==> config.mk <==
export PLATFORM = sky130hd
export DESIGN_NAME = mudi_iter
export DESIGN_NICKNAME = d
export VERILOG_FILES = /design/src/rtl/mudi_pkg.sv /design/src/rtl/mudi_div_core.sv /design/src/rtl/mudi_iter.sv
export SDC_FILE = /design/constraint.sdc
export NUM_CORES = 2
export LEC_CHECK = 0
export CAP_MARGIN = 20
export CORE_MARGIN = 2
export CORE_UTILIZATION = 60
export DETAILED_ROUTE_END_ITERATION = 10
export GPL_TIMING_DRIVEN = 0
export PLACE_DENSITY_LB_ADDON = 0.05
export SYNTH_ARGS = -nofsm -noshare
export SYNTH_HDL_FRONTEND = slang
export SYNTH_SLANG_ARGS = --single-unit
==> constraint.sdc <==
create_clock -name clk -period 11.7 [get_ports clk]
set_input_delay 1.755 -clock clk [delete_from_list [all_inputs] [get_ports clk]]
set_output_delay 1.755 -clock clk [all_outputs]
set_load 0.01 [all_outputs]
==> src/rtl/mudi_pkg.sv <==
// rtl/mudi_pkg.sv - op codes and FSM states for the iterative HI/LO multiply/divide unit
package mudi_pkg;

    localparam logic [3:0] OP_MULT  = 4'd0;
    localparam logic [3:0] OP_MULTU = 4'd1;
    localparam logic [3:0] OP_DIV   = 4'd2;
    localparam logic [3:0] OP_DIVU  = 4'd3;
    localparam logic [3:0] OP_MTHI  = 4'd4;
    localparam logic [3:0] OP_MTLO  = 4'd5;
    localparam logic [3:0] OP_MADD  = 4'd6;
    localparam logic [3:0] OP_MADDU = 4'd7;
    localparam logic [3:0] OP_MSUB  = 4'd8;
    localparam logic [3:0] OP_MSUBU = 4'd9;

    typedef enum logic [1:0] {
        ST_IDLE = 2'd0,
        ST_MUL  = 2'd1,
        ST_DIV  = 2'd2,
        ST_DFIX = 2'd3
    } state_e;

    function automatic logic is_mul_op(input logic [3:0] code);
        return (code == OP_MULT)  || (code == OP_MULTU) ||
               (code == OP_MADD)  || (code == OP_MADDU) ||
               (code == OP_MSUB)  || (code == OP_MSUBU);
    endfunction

    function automatic logic is_signed_mul(input logic [3:0] code);
        return (code == OP_MULT) || (code == OP_MADD) || (code == OP_MSUB);
    endfunction

endpackage

==> src/rtl/mudi_div_core.sv <==
// rtl/mudi_div_core.sv - unsigned restoring divider, one quotient bit per step, MSB first
module mudi_div_core #(
    parameter int WIDTH = 32
) (
    input  logic             clk,
    input  logic             reset,
    input  logic             load_i,
    input  logic             step_i,
    input  logic [WIDTH-1:0] dividend_i,
    input  logic [WIDTH-1:0] divisor_i,
    output logic [WIDTH-1:0] quot_o,
    output logic [WIDTH-1:0] rem_o
);

    logic [WIDTH-1:0] rem_q, rem_d;
    logic [WIDTH-1:0] quo_q, quo_d;
    logic [WIDTH-1:0] dvs_q;
    logic [WIDTH:0]   shifted;
    logic [WIDTH:0]   diff;

    // quo_q doubles as the dividend shift register; quotient bits enter at the LSB
    always_comb begin
        shifted = {rem_q, quo_q[WIDTH-1]};
        diff    = shifted - {1'b0, dvs_q};
        rem_d   = rem_q;
        quo_d   = quo_q;
        if (!diff[WIDTH]) begin
            rem_d = diff[WIDTH-1:0];
            quo_d = {quo_q[WIDTH-2:0], 1'b1};
        end else begin
            rem_d = shifted[WIDTH-1:0];
            quo_d = {quo_q[WIDTH-2:0], 1'b0};
        end
    end

    always_ff @(posedge clk) begin
        if (reset) begin
            rem_q <= '0;
            quo_q <= '0;
            dvs_q <= '0;
        end else if (load_i) begin
            rem_q <= '0;
            quo_q <= dividend_i;
            dvs_q <= divisor_i;
        end else if (step_i) begin
            rem_q <= rem_d;
            quo_q <= quo_d;
        end
    end

    assign quot_o = quo_q;
    assign rem_o  = rem_q;

endmodule

==> src/rtl/mudi_iter.sv <==
// rtl/mudi_iter.sv - multi-cycle HI/LO multiply/accumulate/divide unit with cancel and done pulse
module mudi_iter
    import mudi_pkg::*;
#(
    parameter int WIDTH   = 32,
    parameter int MUL_LAT = 5
) (
    input  logic             clk,
    input  logic             reset,
    input  logic             start,
    input  logic [3:0]       op,
    input  logic             cancel,
    input  logic [WIDTH-1:0] src1,
    input  logic [WIDTH-1:0] src2,
    output logic             busy,
    output logic             done,
    output logic [WIDTH-1:0] hi,
    output logic [WIDTH-1:0] lo
);

    localparam int CNT_MAX = (WIDTH > MUL_LAT) ? WIDTH : MUL_LAT;
    localparam int CW      = $clog2(CNT_MAX + 1);

    state_e             state_q;
    logic [CW-1:0]      cnt_q;
    logic [WIDTH-1:0]   hi_q, lo_q;
    logic               busy_q, done_q;
    logic [2*WIDTH-1:0] prod_q;
    logic [3:0]         op_q;
    logic               qneg_q, rneg_q, divz_q;
    logic [WIDTH-1:0]   dvd_q;

    logic [2*WIDTH-1:0] a_ext, b_ext, product, acc_d;
    logic               div_signed, issue, div_load;
    logic [WIDTH-1:0]   mag1, mag2, quot_mag, rem_mag, quot_fix, rem_fix;

    always_comb begin
        a_ext = is_signed_mul(op) ? {{WIDTH{src1[WIDTH-1]}}, src1} : {{WIDTH{1'b0}}, src1};
        b_ext = is_signed_mul(op) ? {{WIDTH{src2[WIDTH-1]}}, src2} : {{WIDTH{1'b0}}, src2};
        product = a_ext * b_ext;
        // signed MIN negates to itself, which is exactly its unsigned magnitude
        div_signed = (op == OP_DIV);
        mag1 = (div_signed && src1[WIDTH-1]) ? -src1 : src1;
        mag2 = (div_signed && src2[WIDTH-1]) ? -src2 : src2;
        case (op_q)
            OP_MADD, OP_MADDU: acc_d = {hi_q, lo_q} + prod_q;
            OP_MSUB, OP_MSUBU: acc_d = {hi_q, lo_q} - prod_q;
            default:           acc_d = prod_q;
        endcase
        quot_fix = qneg_q ? -quot_mag : quot_mag;
        rem_fix  = rneg_q ? -rem_mag  : rem_mag;
    end

    assign issue    = (state_q == ST_IDLE) && start && !cancel;
    assign div_load = issue && ((op == OP_DIV) || (op == OP_DIVU));

    mudi_div_core #(.WIDTH(WIDTH)) u_div (
        .clk        (clk),
        .reset      (reset),
        .load_i     (div_load),
        .step_i     (state_q == ST_DIV),
        .dividend_i (mag1),
        .divisor_i  (mag2),
        .quot_o     (quot_mag),
        .rem_o      (rem_mag)
    );

    always_ff @(posedge clk) begin
        if (reset) begin
            state_q <= ST_IDLE;
            cnt_q   <= '0;
            hi_q    <= '0;
            lo_q    <= '0;
            busy_q  <= 1'b0;
            done_q  <= 1'b0;
            prod_q  <= '0;
            op_q    <= '0;
            qneg_q  <= 1'b0;
            rneg_q  <= 1'b0;
            divz_q  <= 1'b0;
            dvd_q   <= '0;
        end else begin
            done_q <= 1'b0;
            case (state_q)
                ST_IDLE: begin
                    if (issue) begin
                        op_q <= op;
                        if (op == OP_MTHI) begin
                            hi_q <= src1;
                        end else if (op == OP_MTLO) begin
                            lo_q <= src1;
                        end else if (is_mul_op(op)) begin
                            prod_q  <= product;
                            cnt_q   <= CW'(MUL_LAT - 1);
                            state_q <= ST_MUL;
                            busy_q  <= 1'b1;
                        end else if (div_load) begin
                            qneg_q  <= div_signed && (src1[WIDTH-1] ^ src2[WIDTH-1]);
                            rneg_q  <= div_signed && src1[WIDTH-1];
                            divz_q  <= (src2 == '0);
                            dvd_q   <= src1;
                            cnt_q   <= CW'(WIDTH - 1);
                            state_q <= ST_DIV;
                            busy_q  <= 1'b1;
                        end
                    end
                end
                ST_MUL: begin
                    if (cancel) begin
                        state_q <= ST_IDLE;
                        busy_q  <= 1'b0;
                    end else if (cnt_q == '0) begin
                        {hi_q, lo_q} <= acc_d;
                        state_q      <= ST_IDLE;
                        busy_q       <= 1'b0;
                        done_q       <= 1'b1;
                    end else begin
                        cnt_q <= cnt_q - CW'(1);
                    end
                end
                ST_DIV: begin
                    if (cancel) begin
                        state_q <= ST_IDLE;
                        busy_q  <= 1'b0;
                    end else if (cnt_q == '0) begin
                        state_q <= ST_DFIX;
                    end else begin
                        cnt_q <= cnt_q - CW'(1);
                    end
                end
                ST_DFIX: begin
                    if (!cancel) begin
                        hi_q   <= divz_q ? dvd_q : rem_fix;
                        lo_q   <= divz_q ? '1    : quot_fix;
                        done_q <= 1'b1;
                    end
                    state_q <= ST_IDLE;
                    busy_q  <= 1'b0;
                end
                default: begin
                    state_q <= ST_IDLE;
                    busy_q  <= 1'b0;
                end
            endcase
        end
    end

    assign busy = busy_q;
    assign done = done_q;
    assign hi   = hi_q;
    assign lo   = lo_q;

endmodule

Word level (Yosys, flattened, before mapping). Index checks and enable logic that the tools add are counted.

Shift operators: 0. Bitwise operators: 4. Order comparisons: 0. Eq/ne operators: 30. Add/subtract/negate cells: 8. Muxes and demuxes: 57. Div/mod/pow operators: 0. Reductions and logical operators: 34. $mul: 1.

Operator list (count): 32-bit two-way mux (20); 32-bit one-hot mux with 3 select lines (2); 64-bit two-way mux (2); 32-bit negation (4); 64-bit one-hot mux with 2 select lines (1); 64-bit adder (1); 64-bit by 64-bit multiplier with 64-bit output (1); 64-bit subtractor (1); 6-bit two-way mux (7); 33-bit by 32-bit subtractor with 33-bit output (1); 32-bit logical NOT (1); 4-bit by 3-bit equality test with 1-bit output (second input constant) (6); 6-bit AND reduction (4); 2-bit two-way mux (9); 2-bit inequality test (second input constant) (9); 4-bit equality test (second input constant) (4); 7-bit AND reduction (2); 1-bit two-way mux (12); 6-bit one-hot mux with 2 select lines (1); 4-bit by 2-bit equality test with 1-bit output (second input constant) (2); 1-bit logical OR (8); 2-bit one-hot mux with 4 select lines (1); 2-bit OR reduction (4); 1-bit logical AND (6); 19 further kinds (25).

Bits in writable memories: 0. Word-level logic and storage cells: 149. Output and inout port bits: 66. Memory bits (read-only): 0. Memories: 0. Flip-flop bits (word level): 273. Latch bits: 0. Input bits: 72.

Depth between registers and ports, before layout.
Word-level depth: 11. Depth in mapped cells: 38.

Hierarchy. From an unflattened synthesis, not the netlist that was laid out.

Cell total of the unflattened synthesis: 8135. Area, all modules: 69161.3 µm².

Modules (own cells, without submodules): mudi_iter (instances 1, cells each 7415, area an instance 63357.0 µm², sequential area each 3523.4 µm²); mudi_div_core (instances 1, cells each 720, area an instance 5804.3 µm², sequential area each 1921.8 µm²).

Least setup slack after synthesis. Ideal clock, no wire load.

Path kind: input port to flip-flop. From: input op[2]. To: register prod_q[61]. Buffers on the path: 4. Setup slack: 0.280 ns. Stages: 37. Arrival time: 11.358 ns. Library setup time: 0.062 ns. Cell sequence: clkbuf_1 mux2_2 nor2_1 and2_1 clkbuf_1 clkbuf_1 nand2_1 fa_1 inv_1 fa_1 inv_1 fa_1 inv_1 fa_1 inv_1 fa_1 inv_1 fa_1 fa_1 fa_1 fa_1 inv_1 fa_1 inv_1 ha_1 clkbuf_1 nand4_1 nor2_1 nand2_1 o21ai_0 or3_1 a221oi_1 a21o_1 a31oi_1 o21a_1 or4_1 nand3_1.

Longest elaborated chain between the ends: 7. Elaborated cells between the ends (all ways): 21.

RTL lines: start: declaration (line mudi_iter.sv:11) `input logic [3:0] op,`; branches (longest 7 deep; another with 64-bit by 64-bit multiplier with 64-bit output); end signal: assignment (line mudi_iter.sv:93) `prod_q <= product;`; end: declaration (line mudi_iter.sv:28) `logic [2*WIDTH-1:0] prod_q;`.

Parallel ways; which one is timed is not known. A chain may end at the register's enable or synchronous reset.

Worst setup path in the final report.
From: input src1[22]. To: register prod_q[57].

Longest elaborated chain between the ends: 2.

RTL lines: start: declaration (line mudi_iter.sv:13) `input logic [WIDTH-1:0] src1,`; 64-bit two-way mux (line mudi_iter.sv:38) `a_ext = is_signed_mul(op) ? {{WIDTH{src1[WIDTH-1]}}, src1} : {{WIDTH{1'b0}}, src1};`; 64-bit by 64-bit multiplier with 64-bit output (line mudi_iter.sv:40) `product = a_ext * b_ext;`.

No other way between the ends.

==> reports/results.ini <==
[placed_design]
minimum_setup_slack_after_placement_ps=-4140
io_buffer_count=106
routability_congestion=1.05
dp_hpwl_um=236000

[synth]
fraction_of_registers_with_async_set_or_reset_after_synthesis_pct=0
synth_ff_type=dfxtp_1
mappedNetlistArea_mm2=0.0686
syn-num-nets=9954
sequential_cell_area_fraction_in_the_yosys_report_pct=7.94
synth_warnings=0
syn_avg_cell_area_um2=8.53
netlist-cell-type-count=88
synth_seq_cells=272
count_of_flip_flops_with_a_built_in_enable_after_synthesis=0
syn-instance-count=8041

[hold_path]
hold_path.class=flop to flop
hold_path_startpoint=dvd_q[26]$_SDFFE_PP0P_

[timing]
final.setup.worst_slack_ps=126
max_slew.worst_pin.slew_ps=1310
final-setup-viol-count=0
worst_slew_slack_as_a_fraction_of_its_limit_pct=12.6
period_share_pct=98.9
timing.final.crit_period_ps=11570
timing.final.hold_violations=0
maxSlewViolCount=0
final.setup_skew_ps=43.9
max_clock_freq_ghz=0.0864
fin_tns_setup_ps=0

[critical_path]
worst_path_most_repeated_cell=fa_1
critPathRequiredTime_ps=12210
arrival_time_reported_for_the_critical_path_endpoint_ps=12090
crit_end_category=flop
kind_of_launch_point_of_the_worst_setup_path=primary input
critPathMaxStageDelay_ps=780
startpoint_to_endpoint_class_of_the_critical_path=primary input to flop
critical_path.startpoint=src1[22]
cp_max_fo=10
buf_inv_on_cp=10
cp_slowest_cell=fa_1
r2r_start=prod_q[2]$_SDFFE_PP0P_
crit_family=adder cells

[drt]
vias=60100
dr.pass1.iters=7
met1_length_um=98000
drt_iter0_drcs=7023
topRoutingLayerUsed=met5
route.final.wire_length_um=277000
drc_errors=0
antenna_violation_net_count_after_detailed_routing=0
route.met2.wl_um=117000
wl_per_cell_um=28.3
met3_wirelength_um=36300
route.detailed.vias_per_inst=6.15

[floorplanning]
std_cell_rows=124
area_of_the_die_mm2=0.117
placeable_core_area_mm2=0.114
ioPinCount=138
starting_density_of_the_core_pct=60.2
die_height_um=342
die-width_um=342

[grt]
grt_first_pass_wirelength_um=406000
grt_start_max_net_pins=20
globalRouteTotalUtil_pct=48.1
first_global_vias=61400
antenna_violations_before_repair=29
overflow=0

[status]
run_status=finished clean

[flow_run]
max_cap_viol_count=0

[clock_network]
cts.hold.buffers_added=0
htreeDepth=1
worstSkewPairLatency_ps=640
clkTransAtPathRegs_ps=60
ctsRootBufferMaster=clkbuf_16
ctsLongestPathBuffers=3
tritoncts=done
clk_sinks=272
clock_buffers_created_by_tritoncts=31

[cells_and_area]
syn_to_final_growth_pct=7.84
share_of_cells_above_drive_strength_1_pct=3.78
final_nets=10100
number_of_fill_cells=9893

cells by family after synthesis:
family / count (synthesis) / synth area share [%]
xor gates and xnor gates: 363 / 4.66
DFF: 272 / 7.94
AOI/OAI and AO/OA: 1197 / 11.0
muxes: 65 / 0.952
buffers and inverters: 2139 / 11.7
and+or+nand+nor: 2164 / 14.6
adders and majority gates: 1841 / 49.1
area by class of cell:
cell class                 instances  area, µm²  share of cell area, %
clock buffer                      46        912                   1.23
antenna                           20       50.0                 0.0677
tap                             1512       1890                   2.56
inverter                        1655       6210                   8.40
clock inverter                    10        175                  0.237
buffer                           471       2060                   2.79
multi-input combinational       5630      55200                   74.7
sequential                       272       5450                   7.36
timing repair buffer             170       1950                   2.64
metal layers:
layer,vias up,global-route usage [%]
met2,4047,71.3
met3,1086,15.8
met4,12,35.3
li1,25200,-
met1,29800,58.8
met5,-,1.02
metrics by stage:
step                      hold WS, ps  instance area, µm²  utilization (%)  cells
after detailed placement          449               72200             63.4   9700
after global routing              466               73900             64.9   9770
final                             460               73900             64.9   9786
after global placement            442               71500             62.8   9659
after floorplan                   432               68600                -   8041
after CTS                         457               73600             64.6   9754
final timing paths:
path | endpoint | slack, ps | depth (start not counted)
setup / recovery | prod_q[57]$_SDFFE_PP0P_ | 130 | 33
hold / removal | dvd_q[26]$_SDFFE_PP0P_ | 460 | 2
setup reg to reg | hi[29]$_SDFFE_PP0P_ | 5240 | 22
hold reg to reg | dvd_q[26]$_SDFFE_PP0P_ | 460 | 2
sequential cells by signal (all words and copies together) (netlist names), 2 cells and up:
name          flops
u_div.quot_o     32
op_q              3
dvd_q            32
prod_q           64
state_q           2
u_div.dvs_q      32
hi               32
lo               32
u_div.rem_o      32
cnt_q             6
cells in the final DEF, fill, tap and decap left out, types with 24 or more instances in the layout:
cell	count
clkbuf_1	336
a21o_1	118
inv_1	1651
clkdlybuf4s50_1	100
a31oi_1	65
fa_1	1413
clkbuf_2	71
o31ai_1	49
nor3_1	46
a21oi_1	354
nor4_1	24
and2_1	326
xor2_1	136
nand2_1	1159
and3_1	46
nand2b_1	30
nor2_1	276
clkbuf_16	34
xnor2_1	224
nand4_1	39
o21ai_0	294
buf_1	27
a211oi_1	75
ha_1	418
or3_1	30
mux2i_1	63
nand3_1	60
dfxtp_1	272
buf_8	35
cells in the mapped netlist, types with 39 or more instances:
master	count	area [µm²]
a21oi_1	354	1770
nand2_1	1162	4360
xnor2_1	226	1980
o31ai_1	49	368
ha_1	420	5260
o21ai_0	295	1480
nor2_1	280	1050
inv_1	1654	6210
nand4_1	39	244
nand3_1	60	300
buf_1	64	240
mux2i_1	63	631
xor2_1	136	1190
clkbuf_1	411	1540
a31oi_1	67	419
fa_1	1421	28400
a211oi_1	76	571
a21o_1	118	886
dfxtp_1	272	5450
and2_1	327	2050
and3_1	47	294
nor3_1	47	235
worst min-delay path, cell delays in order, from the launching register on:
cell     delay (ps)
dfxtp_1         310
nand2_1          50
a21oi_1          50
what timing repair did:
item                                    CTS  global route
gates resized for setup                  92           145
buffers inserted                          5             9
pin swaps                                10             9
endpoints found under the setup margin   30            18
Power is not shown: default switching activity piles up to over one toggle a cycle in this logic, so the estimate is an artifact.
